File: src/rtl/alu_pkg.sv
// Shared definitions for the alu and the alu_arbiter: widths, opcodes and
// the arbiter state encoding.
package alu_pkg;

    localparam int DATA_W = 8;
    localparam int OP_W   = 3;

    localparam logic [OP_W-1:0] ALU_OP_AND = 3'b000;
    localparam logic [OP_W-1:0] ALU_OP_OR  = 3'b001;
    localparam logic [OP_W-1:0] ALU_OP_ADD = 3'b010;
    localparam logic [OP_W-1:0] ALU_OP_SLT = 3'b101;

    typedef enum logic [1:0] {
        IDLE = 2'd0,
        EXEC = 2'd1,
        RESP = 2'd2
    } arb_state_e;

endpackage

File: src/rtl/alu.sv
// Shared combinational 8-bit alu. Unknown opcodes yield result 0; set is only
// raised by a signed set-less-than.
module alu
    import alu_pkg::*;
(
    input  logic [OP_W-1:0]   op_i,
    input  logic [DATA_W-1:0] rs_i,
    input  logic [DATA_W-1:0] rt_i,
    output logic [DATA_W-1:0] alu_result_o,
    output logic              set_o,
    output logic              zero_o
);

    logic signed [DATA_W-1:0] rs_s;
    logic signed [DATA_W-1:0] rt_s;
    logic                     lt;

    assign rs_s = rs_i;
    assign rt_s = rt_i;
    assign lt   = rs_s < rt_s;

    always_comb begin
        alu_result_o = '0;
        set_o        = 1'b0;
        case (op_i)
            ALU_OP_AND: alu_result_o = rs_i & rt_i;
            ALU_OP_OR:  alu_result_o = rs_i | rt_i;
            ALU_OP_ADD: alu_result_o = rs_i + rt_i;
            ALU_OP_SLT: begin
                alu_result_o = {{(DATA_W-1){1'b0}}, lt};
                set_o        = lt;
            end
            default:    alu_result_o = '0;
        endcase
    end

    assign zero_o = (alu_result_o == '0);

endmodule

File: src/rtl/alu_arbiter_rr_pick.sv
// Combinational round-robin picker: first valid requester at or above ptr_i,
// wrapping modulo NUM_REQ, as a one-hot grant plus its index.
module rr_pick #(
    parameter int NUM_REQ = 2,
    parameter int IDX_W   = $clog2(NUM_REQ)
) (
    input  logic [NUM_REQ-1:0] valid_i,
    input  logic [IDX_W-1:0]   ptr_i,
    output logic [NUM_REQ-1:0] grant_o,
    output logic [IDX_W-1:0]   idx_o,
    output logic               any_o
);

    function automatic logic [IDX_W-1:0] wrap_idx(input logic [IDX_W-1:0] base,
                                                  input int unsigned      off);
        int unsigned s;
        s = 32'(base) + off;
        if (s >= 32'(NUM_REQ)) s = s - 32'(NUM_REQ);
        return IDX_W'(s);
    endfunction

    logic [IDX_W-1:0] k;
    logic             found;

    always_comb begin
        grant_o = '0;
        idx_o   = '0;
        found   = 1'b0;
        k       = '0;
        for (int i = 0; i < NUM_REQ; i++) begin
            k = wrap_idx(ptr_i, 32'(i));
            if (!found && valid_i[k]) begin
                grant_o[k] = 1'b1;
                idx_o      = k;
                found      = 1'b1;
            end
        end
    end

    assign any_o = found;

endmodule

File: src/rtl/alu_arbiter.sv
// Round-robin arbiter sharing one alu between NUM_REQ requesters (IDLE/EXEC/RESP).
// Optional ALU_ARB_OPCOUNT_EN adds op_count_o and stall_o.
module alu_arbiter #(
    parameter int NUM_REQ = 2,
    parameter int DATA_W  = 8,
    parameter int OP_W    = 3
) (
    input  logic                        clk_i,
    input  logic                        rst_i,
    input  logic [NUM_REQ-1:0]          req_valid_i,
    output logic [NUM_REQ-1:0]          req_ready_o,
    input  logic [NUM_REQ*OP_W-1:0]     req_op_i,
    input  logic [NUM_REQ*DATA_W-1:0]   req_rs_i,
    input  logic [NUM_REQ*DATA_W-1:0]   req_rt_i,
    output logic [NUM_REQ-1:0]          rsp_valid_o,
    input  logic [NUM_REQ-1:0]          rsp_ready_i,
    output logic [DATA_W-1:0]           rsp_result_o,
    output logic                        rsp_set_o,
    output logic                        rsp_zero_o
`ifdef ALU_ARB_OPCOUNT_EN
    ,
    output logic [15:0]                 op_count_o,
    output logic [NUM_REQ-1:0]          stall_o
`endif
);

    import alu_pkg::*;

    localparam int IDX_W = $clog2(NUM_REQ);

    arb_state_e         state_q, state_d;
    logic [IDX_W-1:0]   rr_ptr_q, rr_ptr_d;
    logic [IDX_W-1:0]   owner_q;
    logic [OP_W-1:0]    op_q;
    logic [DATA_W-1:0]  rs_q, rt_q;
    logic [DATA_W-1:0]  result_q;
    logic               set_q, zero_q;

    logic [NUM_REQ-1:0] grant;
    logic [IDX_W-1:0]   grant_idx;
    logic               grant_any;
    logic               req_hs, rsp_hs;

    logic [DATA_W-1:0]  alu_result;
    logic               alu_set, alu_zero;

    rr_pick #(
        .NUM_REQ (NUM_REQ),
        .IDX_W   (IDX_W)
    ) u_rr_pick (
        .valid_i (req_valid_i),
        .ptr_i   (rr_ptr_q),
        .grant_o (grant),
        .idx_o   (grant_idx),
        .any_o   (grant_any)
    );

    // The alu only ever sees the latched request, never the live request ports.
    alu u_alu (
        .op_i         (op_q),
        .rs_i         (rs_q),
        .rt_i         (rt_q),
        .alu_result_o (alu_result),
        .set_o        (alu_set),
        .zero_o       (alu_zero)
    );

    assign req_hs = (state_q == IDLE) && grant_any;
    assign rsp_hs = (state_q == RESP) && rsp_ready_i[owner_q];

    always_ff @(posedge clk_i) begin
        if (rst_i) begin
            state_q <= IDLE;
        end else begin
            state_q <= state_d;
        end
    end

    always_comb begin
        state_d = state_q;
        case (state_q)
            IDLE:    if (grant_any) state_d = EXEC;
            EXEC:    state_d = RESP;
            RESP:    if (rsp_ready_i[owner_q]) state_d = IDLE;
            default: state_d = IDLE;
        endcase
    end

    always_comb begin
        req_ready_o = (state_q == IDLE) ? grant : '0;
        rsp_valid_o = '0;
        if (state_q == RESP) rsp_valid_o[owner_q] = 1'b1;
    end

    always_comb begin
        rr_ptr_d = rr_ptr_q;
        if (rsp_hs) begin
            rr_ptr_d = (owner_q == IDX_W'(NUM_REQ - 1)) ? '0 : owner_q + 1'b1;
        end
    end

    always_ff @(posedge clk_i) begin
        if (rst_i) begin
            rr_ptr_q <= '0;
            owner_q  <= '0;
            op_q     <= '0;
            rs_q     <= '0;
            rt_q     <= '0;
            result_q <= '0;
            set_q    <= 1'b0;
            zero_q   <= 1'b0;
        end else begin
            rr_ptr_q <= rr_ptr_d;
            if (req_hs) begin
                owner_q <= grant_idx;
                op_q    <= req_op_i[grant_idx*OP_W +: OP_W];
                rs_q    <= req_rs_i[grant_idx*DATA_W +: DATA_W];
                rt_q    <= req_rt_i[grant_idx*DATA_W +: DATA_W];
            end
            if (state_q == EXEC) begin
                result_q <= alu_result;
                set_q    <= alu_set;
                zero_q   <= alu_zero;
            end
        end
    end

    assign rsp_result_o = result_q;
    assign rsp_set_o    = set_q;
    assign rsp_zero_o   = zero_q;

`ifdef ALU_ARB_OPCOUNT_EN
    logic [15:0] op_count_q;

    always_ff @(posedge clk_i) begin
        if (rst_i) begin
            op_count_q <= '0;
        end else if (rsp_hs) begin
            op_count_q <= op_count_q + 16'd1;
        end
    end

    assign op_count_o = op_count_q;
    assign stall_o    = req_valid_i & ~req_ready_o;
`endif

endmodule
File: config.mk
export PLATFORM = sky130hd
export DESIGN_NAME = alu_arbiter
export DESIGN_NICKNAME = d
export VERILOG_FILES = /design/src/rtl/alu_pkg.sv /design/src/rtl/alu.sv /design/src/rtl/alu_arbiter_rr_pick.sv /design/src/rtl/alu_arbiter.sv
export SDC_FILE = /design/constraint.sdc
export NUM_CORES = 1
export LEC_CHECK = 0
export BUFFER_PORTS_ARGS = -buffer_cell sky130_fd_sc_hd__buf_2
export CORE_AREA = 8 8 80 82
export DETAILED_ROUTE_END_ITERATION = 16
export DIE_AREA = 0 0 88 90
export PLACE_DENSITY = 0.75
export SYNTH_ARGS = -nofsm -noshare
export SYNTH_HDL_FRONTEND = slang
export SYNTH_HIERARCHICAL = 1
export SYNTH_SLANG_ARGS = --single-unit
File: constraint.sdc
create_clock -name clk_i -period 2.3 [get_ports clk_i]
set_input_delay 0.46 -clock clk_i [delete_from_list [all_inputs] [get_ports clk_i]]
set_output_delay 0.46 -clock clk_i [all_outputs]
set_load 0.1 [all_outputs]
# After elaboration in Yosys (flattened, before gate mapping)
# Cells that the tools add are included.
# Widths: inputs -> output; s select.
[totals] regBits=33 out_inout_bits=14 inputBits=44 word_cells=76
[classes] muxes=28 n_shift=3 n_eq_ne=7 order_cmp=9 mul=1 n_reduce_logical=11 n_addsub=5 bitwise_logic=3
[op_table] op="$pmux 8 s4" n=1
[op_table] op="$shiftx 16x5->8" n=2
[op_table] op="$mux 1" n=17
[op_table] op="$mux 2" n=6
[op_table] op="$add 8x8->8" n=1
[op_table] op="$and 8x8->8" n=1
[op_table] op="$logic_not 8->1" n=1
[op_table] op="$lt 8x8->1" n=1
[op_table] op="$or 8x8->8" n=1
[op_table] op="$logic_and 1x1->1" n=6
[op_table] op="$lt 1x2->1 const B" n=3
[op_table] op="$pmux 2 s3" n=1
[op_table] op="$shiftx 6x4->3" n=1
[op_table] op="$ne 2x2->1 const B" n=2
[op_table] op="$demux 1 s1" n=3
[op_table] op="$eq 3x1->1 const B" n=1
[op_table] op="$eq 3x2->1 const B" n=1
[op_table] op="$eq 3x3->1 const B" n=1
[op_table] op="$ge 1x1->1 const B" n=3
[op_table] op="$logic_not 3->1" n=1
[op_table] op="$mul 1x2->3 const B" n=1
[op_table] op="$add 1x1->2 const B" n=1
[op_table] op="$eq 2x1->1 const B" n=1
[op_table] op="$eq 2x2->1 const B" n=1
[op_table] op="other kinds (8)" n=9

# Longest topological paths before layout
# Gate-level depths: netlist of the first run.
[logic_depth] depth_word=10 depth_mapped=11 mapped_depth_nobuf=11

# By module
# Netlist of the first run, hierarchy kept.
[by_module_without_submodules] module="alu_arbiter" area_per_inst_um2=1492.7 instances=1 cells_per_inst=150 seq_area_each_um2=660.6
[by_module_without_submodules] module="alu" area_per_inst_um2=917.1 instances=1 cells_per_inst=129 seq_area_each_um2=0.0
[by_module_without_submodules] module="rr_pick" area_per_inst_um2=32.5 instances=1 cells_per_inst=5 seq_area_each_um2=0.0

# Worst setup path after synthesis of the first run
# Ideal clock, no wire load.
[synth_timing] kind="flip-flop to flip-flop" from="reg rt_q[0]" to="reg zero_q, in the netlist rsp_zero_o" required_time_ns=2.229 stages_incl_launch_ff=12 path_buffers=0 setup_slack_ns=-0.138 synth_period_minus_slack_ns=2.438 t_arrival_ns=2.367 setup_ns=0.071 cell_sequence="dfxtp_1 ha_1 inv_1 fa_1 xnor2_1 nand2_1 a21oi_2 or3_1 or4_1 nor4b_2 nand2_1 a21oi_1"
[synth_via] elab_chain_len=3 word_cells_on_any_way=6 classes_between="add/sub (1); order compare (1); mux (1); bitwise (2); reduce/logical (1)"
[synth_lines] element="from (decl)" line_no="alu_arbiter.sv:35" source="logic [DATA_W-1:0] rs_q, rt_q;"
[synth_lines] element="from (signal assigned)" line_no="alu_arbiter.sv:118" source="rt_q <= req_rt_i[grant_idx*DATA_W +: DATA_W];"
[synth_lines] element="$add 8x8->8" line_no="alu.sv:28" source="ALU_OP_ADD: alu_result_o = rs_i + rt_i;"
[synth_lines] element="$pmux 8 s4" line_no="alu.sv:25" source="case (op_i)"
[synth_lines] element="named net alu_result[2]" line_no="alu_arbiter.sv:44" source="logic [DATA_W-1:0] alu_result;"
[synth_lines] element="$logic_not 8->1" line_no="alu.sv:37" source="assign zero_o = (alu_result_o == '0);"
[synth_lines] element="named net alu_zero" line_no="alu_arbiter.sv:45" source="logic alu_set, alu_zero;"
[synth_lines] element="to (signal assigned)" line_no="alu_arbiter.sv:123" source="zero_q <= alu_zero;"
[synth_lines] element="to (decl)" line_no="alu_arbiter.sv:37" source="logic set_q, zero_q;"
# The timed path passes the listed nets, and every way through them passes these cells.
# A chain may end at the register's enable or synchronous reset.

# Worst setup path in the final report of the first run
[layout_timing] from="reg rt_q[0]" to="reg zero_q, in the netlist rsp_zero_o"
[layout_via] elab_chain_len=3 word_cells_on_any_way=6 classes_between="add/sub (1); order compare (1); mux (1); bitwise (2); reduce/logical (1)"
[layout_lines] element="$add 8x8->8, or another cell as far along" line_no="alu.sv:28"
[layout_lines] element="$pmux 8 s4 *" line_no="alu.sv:25"
[layout_lines] element="$logic_not 8->1 *" line_no="alu.sv:37"
[layout_lines] element="named net alu_zero" line_no="alu_arbiter.sv:45"
# Mark *: on every way through the listed nets, which the timed path passes. The rest lies on a longest branch.

==> flow_summary.yaml, run 1 <==
clocking:
  clockRootBuffer: "clkbuf_8"
  htreeDepth: 2
  numClockSinks: 33
  cts_tree: "built"
  clk_pin_slew_ps: 70
  ctsHoldBuffers: 0
  numCtsBuffers: 5
  clkLatencyLatePin_ps: 290
  clock_path_buffers: 2
setup_path:
  startpoint_type: "register"
  critPathMaxFanout: 3
  required_ps: 2520
  end_kind: "register"
  critPathArrivalTime_ps: 2740
  worstSetupPathType: "reg -> reg"
synth:
  async_reset_ff_frac: 0
  syn_area_um2: 2442
  synth_top_area_cell: "dfxtp_1"
  yosys.area_share.adder: 0.1311
  synth_top_area_frac: 0.2705
  ys_seq_elements: 33
  avgSynthCellArea_um2: 8.600
  syn-instance-count: 284
  synth-compound-area-share: 0.2377
  yosysSeqAreaShare: 0.2705
  yosys.area_share.simple: 0.1814
  yosys-top-cells-area: "dfxtp_1 27%, ha_1 12%, a211oi_2 9.7%"
  yosys_warnings: 6
  synth_mux_area_frac: 0.09477
  synth_edf_count: 0
  ys_types: 48
  ys.flop_type: "dfxtp_1"
  synth_top_family_by_area: "compound AO/OA/AOI/OAI gates"
  synth_xor_area_frac: 0.01076
  synth_nets: 353
  yosysMostFrequentCell: "dfxtp_1"
  synth_common_cells: "33 x dfxtp_1, 30 x nor2_1, 29 x nand2_1, 24 x ha_1, 24 x inv_1"
floorplanning:
  core_um2: 5236
  ioPinCount: 58
  die_w_um: 88
  fp.dieH_um: 90
  start_util: 0.4664
  dieArea_um2: 7920
  rows: 27
sta:
  finalCritPeriodShare: 1.098
  holdWs_ps: 452.4
  setup_viol: 1
  fmax_ghz: 0.3958
  fin_setup_tns_ps: -226.3
  hold_viol: 0
  layout_min_cycle_time_ps: 2526
  rsz0062_at_grt: "yes"
  slew_headroom: 0.4649
  report.final.slew_viol_count: 0
  finClkSkew_ps: 3.083
  setup_ws_ps: -226.3
  tightestPinTransition_ps: 802.7
grt:
  met3_usage: 0.04368
  grt_pass1_vias: 2377
  grt_pass1_wl_mm: 10.34
  antenna_found_initial: 0
  busiest_layer: "met2"
  grt_usage: 0.1585
  gr-usage-met1: 0.1825
  grt_overflow: 0
  met2_usage: 0.2737
  grt_start_max_net_pins: 41
placed_design:
  dp_hpwl_mm: 4.556
  place_ws_ps: -219.3
  gp_congestion: 0.8524
  port_buffers: 57
power_and_ir_drop:
  leakage_nw: 1.394
  power.total_mw: 2.070
  cellPowerDensity_nw_per_um2: 657.1
  peakVddDrop_mv: 0.4411
finish:
  final_util: 0.6014
  layout.nets: 435
  syn2layout_area_growth_pct: 28.94
  drive_above_1_share: 0.3787
  multi_input_area_um2: 1670
  regArea_um2: 663.1
  num_antenna_cells: 0
  n_fill_cell: 470
routing:
  drtAntennaViolNets: 0
  routedWlPerCell_um: 14.16
  via_per_inst: 5.153
  dr.pass1.iters: 4
  drt-total-wl_mm: 6.218
  drt_iter0_markers: 137
  vias: 2262
  drc: 0
job:
  maxCapViolCount: 0
outcome:
  outcome: "complete, but fails checks"
  violations: "setup timing"
worst_hold_path:
  hold_class: "reg -> reg"
-- routing by layer --
layer	vias up	share of wire	routed length (um)
li1	1147	-	-
met2	63	0.50	3129
met3	13	0.057	356
met5	-	0	0
met1	1039	0.42	2622
met4	0	0.018	110
-- layout make-up --
| class | instances | area share |
|---|---|---|
| well taps | 72 | 0.02861 |
| repair buffers | 88 | 0.1685 |
| inverters | 25 | 0.02980 |
| clock inverters | 1 | 0.001589 |
| clock buffers | 7 | 0.03059 |
| flip-flops and latches | 33 | 0.2106 |
| multi-input cells | 213 | 0.5304 |
-- registers in the layout, indices dropped and copies added (netlist names) --
name,cells
op_q,3
owner_q,1
rr_ptr_q,1
rs_q,8
rsp_result_o,8
rsp_set_o,1
rsp_zero_o,1
rt_q,8
state_q,2
-- timing repair --
action / in CTS / in global routing
buffers inserted: 0 / 0
resized for setup: 6 / 6
hold endpoints to repair: 0 / 0
pin swaps: 0 / 1
setup endpoints to repair: 1 / 3
-- cell families (layout without fill, tap and decap cells) --
kind of cell | Yosys count | count (layout)
AND/OR/NAND/NOR | 90 | 90
XOR/XNOR | 3 | 3
AO/OA/AOI/OAI | 72 | 72
flip-flops | 33 | 33
buffers and inverters | 38 | 121
adder cells (fa/ha/maj) | 25 | 25
multiplexers | 23 | 23
-- path summary, 6_finish.rpt --
path,startpoint,end,slack [ps],cells past startpoint
hold reg to reg,rsp_result_o[2],rsp_result_o[2],450,2
setup reg to reg,rt_q[0],rsp_zero_o,-230,11
setup / recovery,rt_q[0],rsp_zero_o,-230,11
hold / removal,rsp_result_o[2],rsp_result_o[2],450,2
-- power breakdown --
part           total, mW  internal [mW]  switching [mW]
logic              0.905          0.392           0.514
registers          0.678          0.629          0.0486
clock network      0.487          0.270           0.216
total               2.07           1.29           0.778
-- metrics by stage --
stage	instance area [um^2]	std cells
floorplan	2450	284
global placement	2988	431
detailed placement	2988	431
CTS	3113	439
global route	3149	439
finish	3149	439
-- placed cells by master, fill, tap and decap left out, types with 3 or more instances in the layout --
master and n:
buf_2 57, and2_1 4, a211oi_2 20, xnor2_1 3
ha_1 22, nand2b_1 4, nor2b_1 3, o21bai_1 3
buf_4 30, inv_1 23, nand2_1 29, a21oi_1 16
o21ai_0 11, dfxtp_1 31, mux2i_1 22, nor2_1 30
clkbuf_8 7, nor3_1 3, nor2b_2 3, a21o_1 3
-- critical path: stages (launching register included) --
cell,delay [ps]
dfxtp_2,360
ha_4,150
inv_2,30
fa_2,360
nor2b_2,160
o31a_1,220
or4_1,140
nand3_1,110
or4_4,500
nor4b_2,220
nand2_1,70
a21oi_1,130
No activity file was read; power rests on OpenSTA's default activity.
==> run 2, diff against run 1 <==
- ABC_AREA: default -> 1
- CORE_AREA: 8 8 80 82 -> 8 8 102 67
- DIE_AREA: 0 0 88 90 -> 0 0 110 75
==> run 2 against run 1 <==
Compared with the run above:
- the flow now finishes without violations
- total power shrank 6.7%
- sequential power down 1%
- area after synthesis grew 3.6%
- clock skew grew 5.1 ps
- non-clock buffer count is 29 lower
- routed wire length shrank 3.1%
- synthesized cell count increased by 38%
- cell area fell by 6.1%
- via count rose by 8.0%
- fmax is 25% higher
- largest cell class unchanged
==> flow_summary.yaml, run 2 <==
outcome:
  outcome: "finished clean"
floorplanning:
  start_util: 0.4743
  fp.dieH_um: 75
  die_w_um: 110
  ioPinCount: 58
  core_um2: 5334
  dieArea_um2: 8250
  rows: 21
placed_design:
  dp_hpwl_mm: 4.940
  port_buffers: 57
  dp_cells: 508
  gp_congestion: 0.9166
synth:
  yosysSeqAreaShare: 0.2611
  syn_area_um2: 2530
  avgSynthCellArea_um2: 6.454
  synth_edf_count: 0
  ys_seq_elements: 33
  syn-instance-count: 392
  yosys-top-cells-area: "dfxtp_1 26%, nand2_1 15%, ha_1 12%"
  yosys_warnings: 6
  yosysMostFrequentCell: "nand2_1"
  synth_nets: 461
  synth_common_cells: "101 x nand2_1, 68 x inv_1, 41 x nor2_1, 33 x dfxtp_1, 24 x ha_1"
  async_reset_ff_frac: 0
  synth_top_area_cell: "dfxtp_1"
  ys_types: 34
  ys.flop_type: "dfxtp_1"
  synth_top_area_frac: 0.2611
setup_path:
  cp_top_family: "adder cells"
  worst-path-stages: 12
  required_ps: 2520
  critPathMaxFanout: 4
  reg2regPathDepth: 12
  cpMostUsedCell: "nor2_1"
  startpoint_type: "register"
  crit_slowest_cell: "dfxtp_1"
  path_cells: "ha_1 > inv_1 > fa_1 > inv_1 > nand2_1 > nand3_1 > o211ai_1 > nor2_1 > nand4_1 > nor2_1 > nor2_1 > nor2_1"
  worstSetupPathType: "reg -> reg"
  end_kind: "register"
  critPathArrivalTime_ps: 2250
  critical_path_buf_inv_count: 2
  cpPeakStageDelay_ps: 390
sta:
  finClkSkew_ps: 8.152
  holdWs_ps: 453.9
  fmax_ghz: 0.4941
  rsz0062_at_grt: "no"
  slew_headroom: 0.6429
  hold_viol: 0
  layout_min_cycle_time_ps: 2024
  finalCritPeriodShare: 0.8800
  tightestPinTransition_ps: 535.7
  setup_viol: 0
  report.final.slew_viol_count: 0
finish:
  num_antenna_cells: 0
  regArea_um2: 660.6
  multi_input_area_um2: 1499
  final_cell_mix: "101 x nand2_1, 68 x inv_1, 57 x buf_2, 39 x nor2_1, 33 x dfxtp_1"
  drive_above_1_share: 0.2438
  n_fill_cell: 547
  layout_commonest_cell: "nand2_1"
  layout.nets: 515
  stdcell_count: 516
  syn2layout_area_growth_pct: 16.91
clocking:
  htreeDepth: 2
  clk_pin_slew_ps: 70
  cts_tree: "built"
  ctsHoldBuffers: 0
  ctsResizeCount: 0
  clkLatencyLatePin_ps: 290
  clock_path_buffers: 2
  clockRootBuffer: "clkbuf_8"
  numCtsBuffers: 5
  numClockSinks: 33
  postCtsSetupBuffers: 0
routing:
  wl_met2_mm: 2.537
  drtAntennaViolNets: 0
  drc: 0
  dr.pass1.iters: 5
  drt-total-wl_mm: 6.026
  routedWlPerCell_um: 11.68
  highest_layer: "met4"
  via_per_inst: 4.736
  met3_length_um: 287
  wl_met1_mm: 3.160
  vias: 2444
  drt_iter0_markers: 137
grt:
  grt_usage: 0.1599
  grt_pass1_wl_mm: 10.60
  grt_start_max_net_pins: 40
  antenna_found_initial: 0
  grt_overflow: 0
  grt_pass1_vias: 2398
power_and_ir_drop:
  leakage_nw: 1.547
  cellPowerDensity_nw_per_um2: 652.6
  peakVddDrop_mv: 0.2398
worst_hold_path:
  hold_depth: 3
  hold_class: "in -> reg"
job:
  maxCapViolCount: 0
## run 2: where the power goes
part           total, mW  internal [mW]  switching (mW)
sequential         0.671          0.627          0.0440
combinational      0.681          0.195           0.486
clock              0.578          0.352           0.225
## run 2: worst reg2reg max path: stages, from the launching register on
cell      delay (ps)
dfxtp_1          390
ha_1             270
inv_1             70
fa_1             380
inv_1             90
nand2_1           50
nand3_1           80
o211ai_1         120
nor2_1           130
nand4_1          110
nor2_1           110
nor2_1            50
nor2_1            90
## run 2: logic make-up (layout without fill, tap and decap cells)
kind of cell | after synthesis | after routing | synth area share
adder cells (fa/ha/maj) | 25 | 25 | 0.1266
flip-flops | 33 | 33 | 0.2611
XOR/XNOR | 1 | 1 | 0.003463
AO/OA/AOI/OAI | 69 | 69 | 0.1602
buffers and inverters | 89 | 144 | 0.1499
AND/OR/NAND/NOR | 175 | 175 | 0.2987
## run 2: area by class of cell
class | instances | area share
timing repair buffer | 59 | 0.1015
sequential | 33 | 0.2234
inverter | 77 | 0.09856
clock buffer | 6 | 0.02792
clock inverter | 2 | 0.01269
multi-input combinational | 270 | 0.5068
tap | 69 | 0.02919
## run 2: routing by layer
metal	vias to the layer above	global-route usage
li1	1307	-
met4	0	0.04911
met3	4	0.03675
met2	54	0.2416
met1	1079	0.2198
met5	-	0
## run 2: through the flow
stage	instance area [um^2]	power (mW)	setup TNS, ps	worst slack [ps]	util
after floorplan	2535	1.222	-59.79	-29.89	-
after global placement	2838	1.351	0	387.1	0.5320
after detailed placement	2838	1.365	0	316.3	0.5320
after CTS	2958	1.948	0	256.2	0.5545
after global routing	2958	2.057	0	85.86	0.5545
final	2958	1.930	0	275.9	0.5545
## run 2: path summary, 6_finish.rpt
path,startpoint,end,slack [ps]
max reg2reg,rt_q[0],rsp_zero_o,280
min reg2reg,rr_ptr_q,rr_ptr_q,490
min,rsp_ready_i[0],rr_ptr_q,450
max,rt_q[0],rsp_zero_o,280
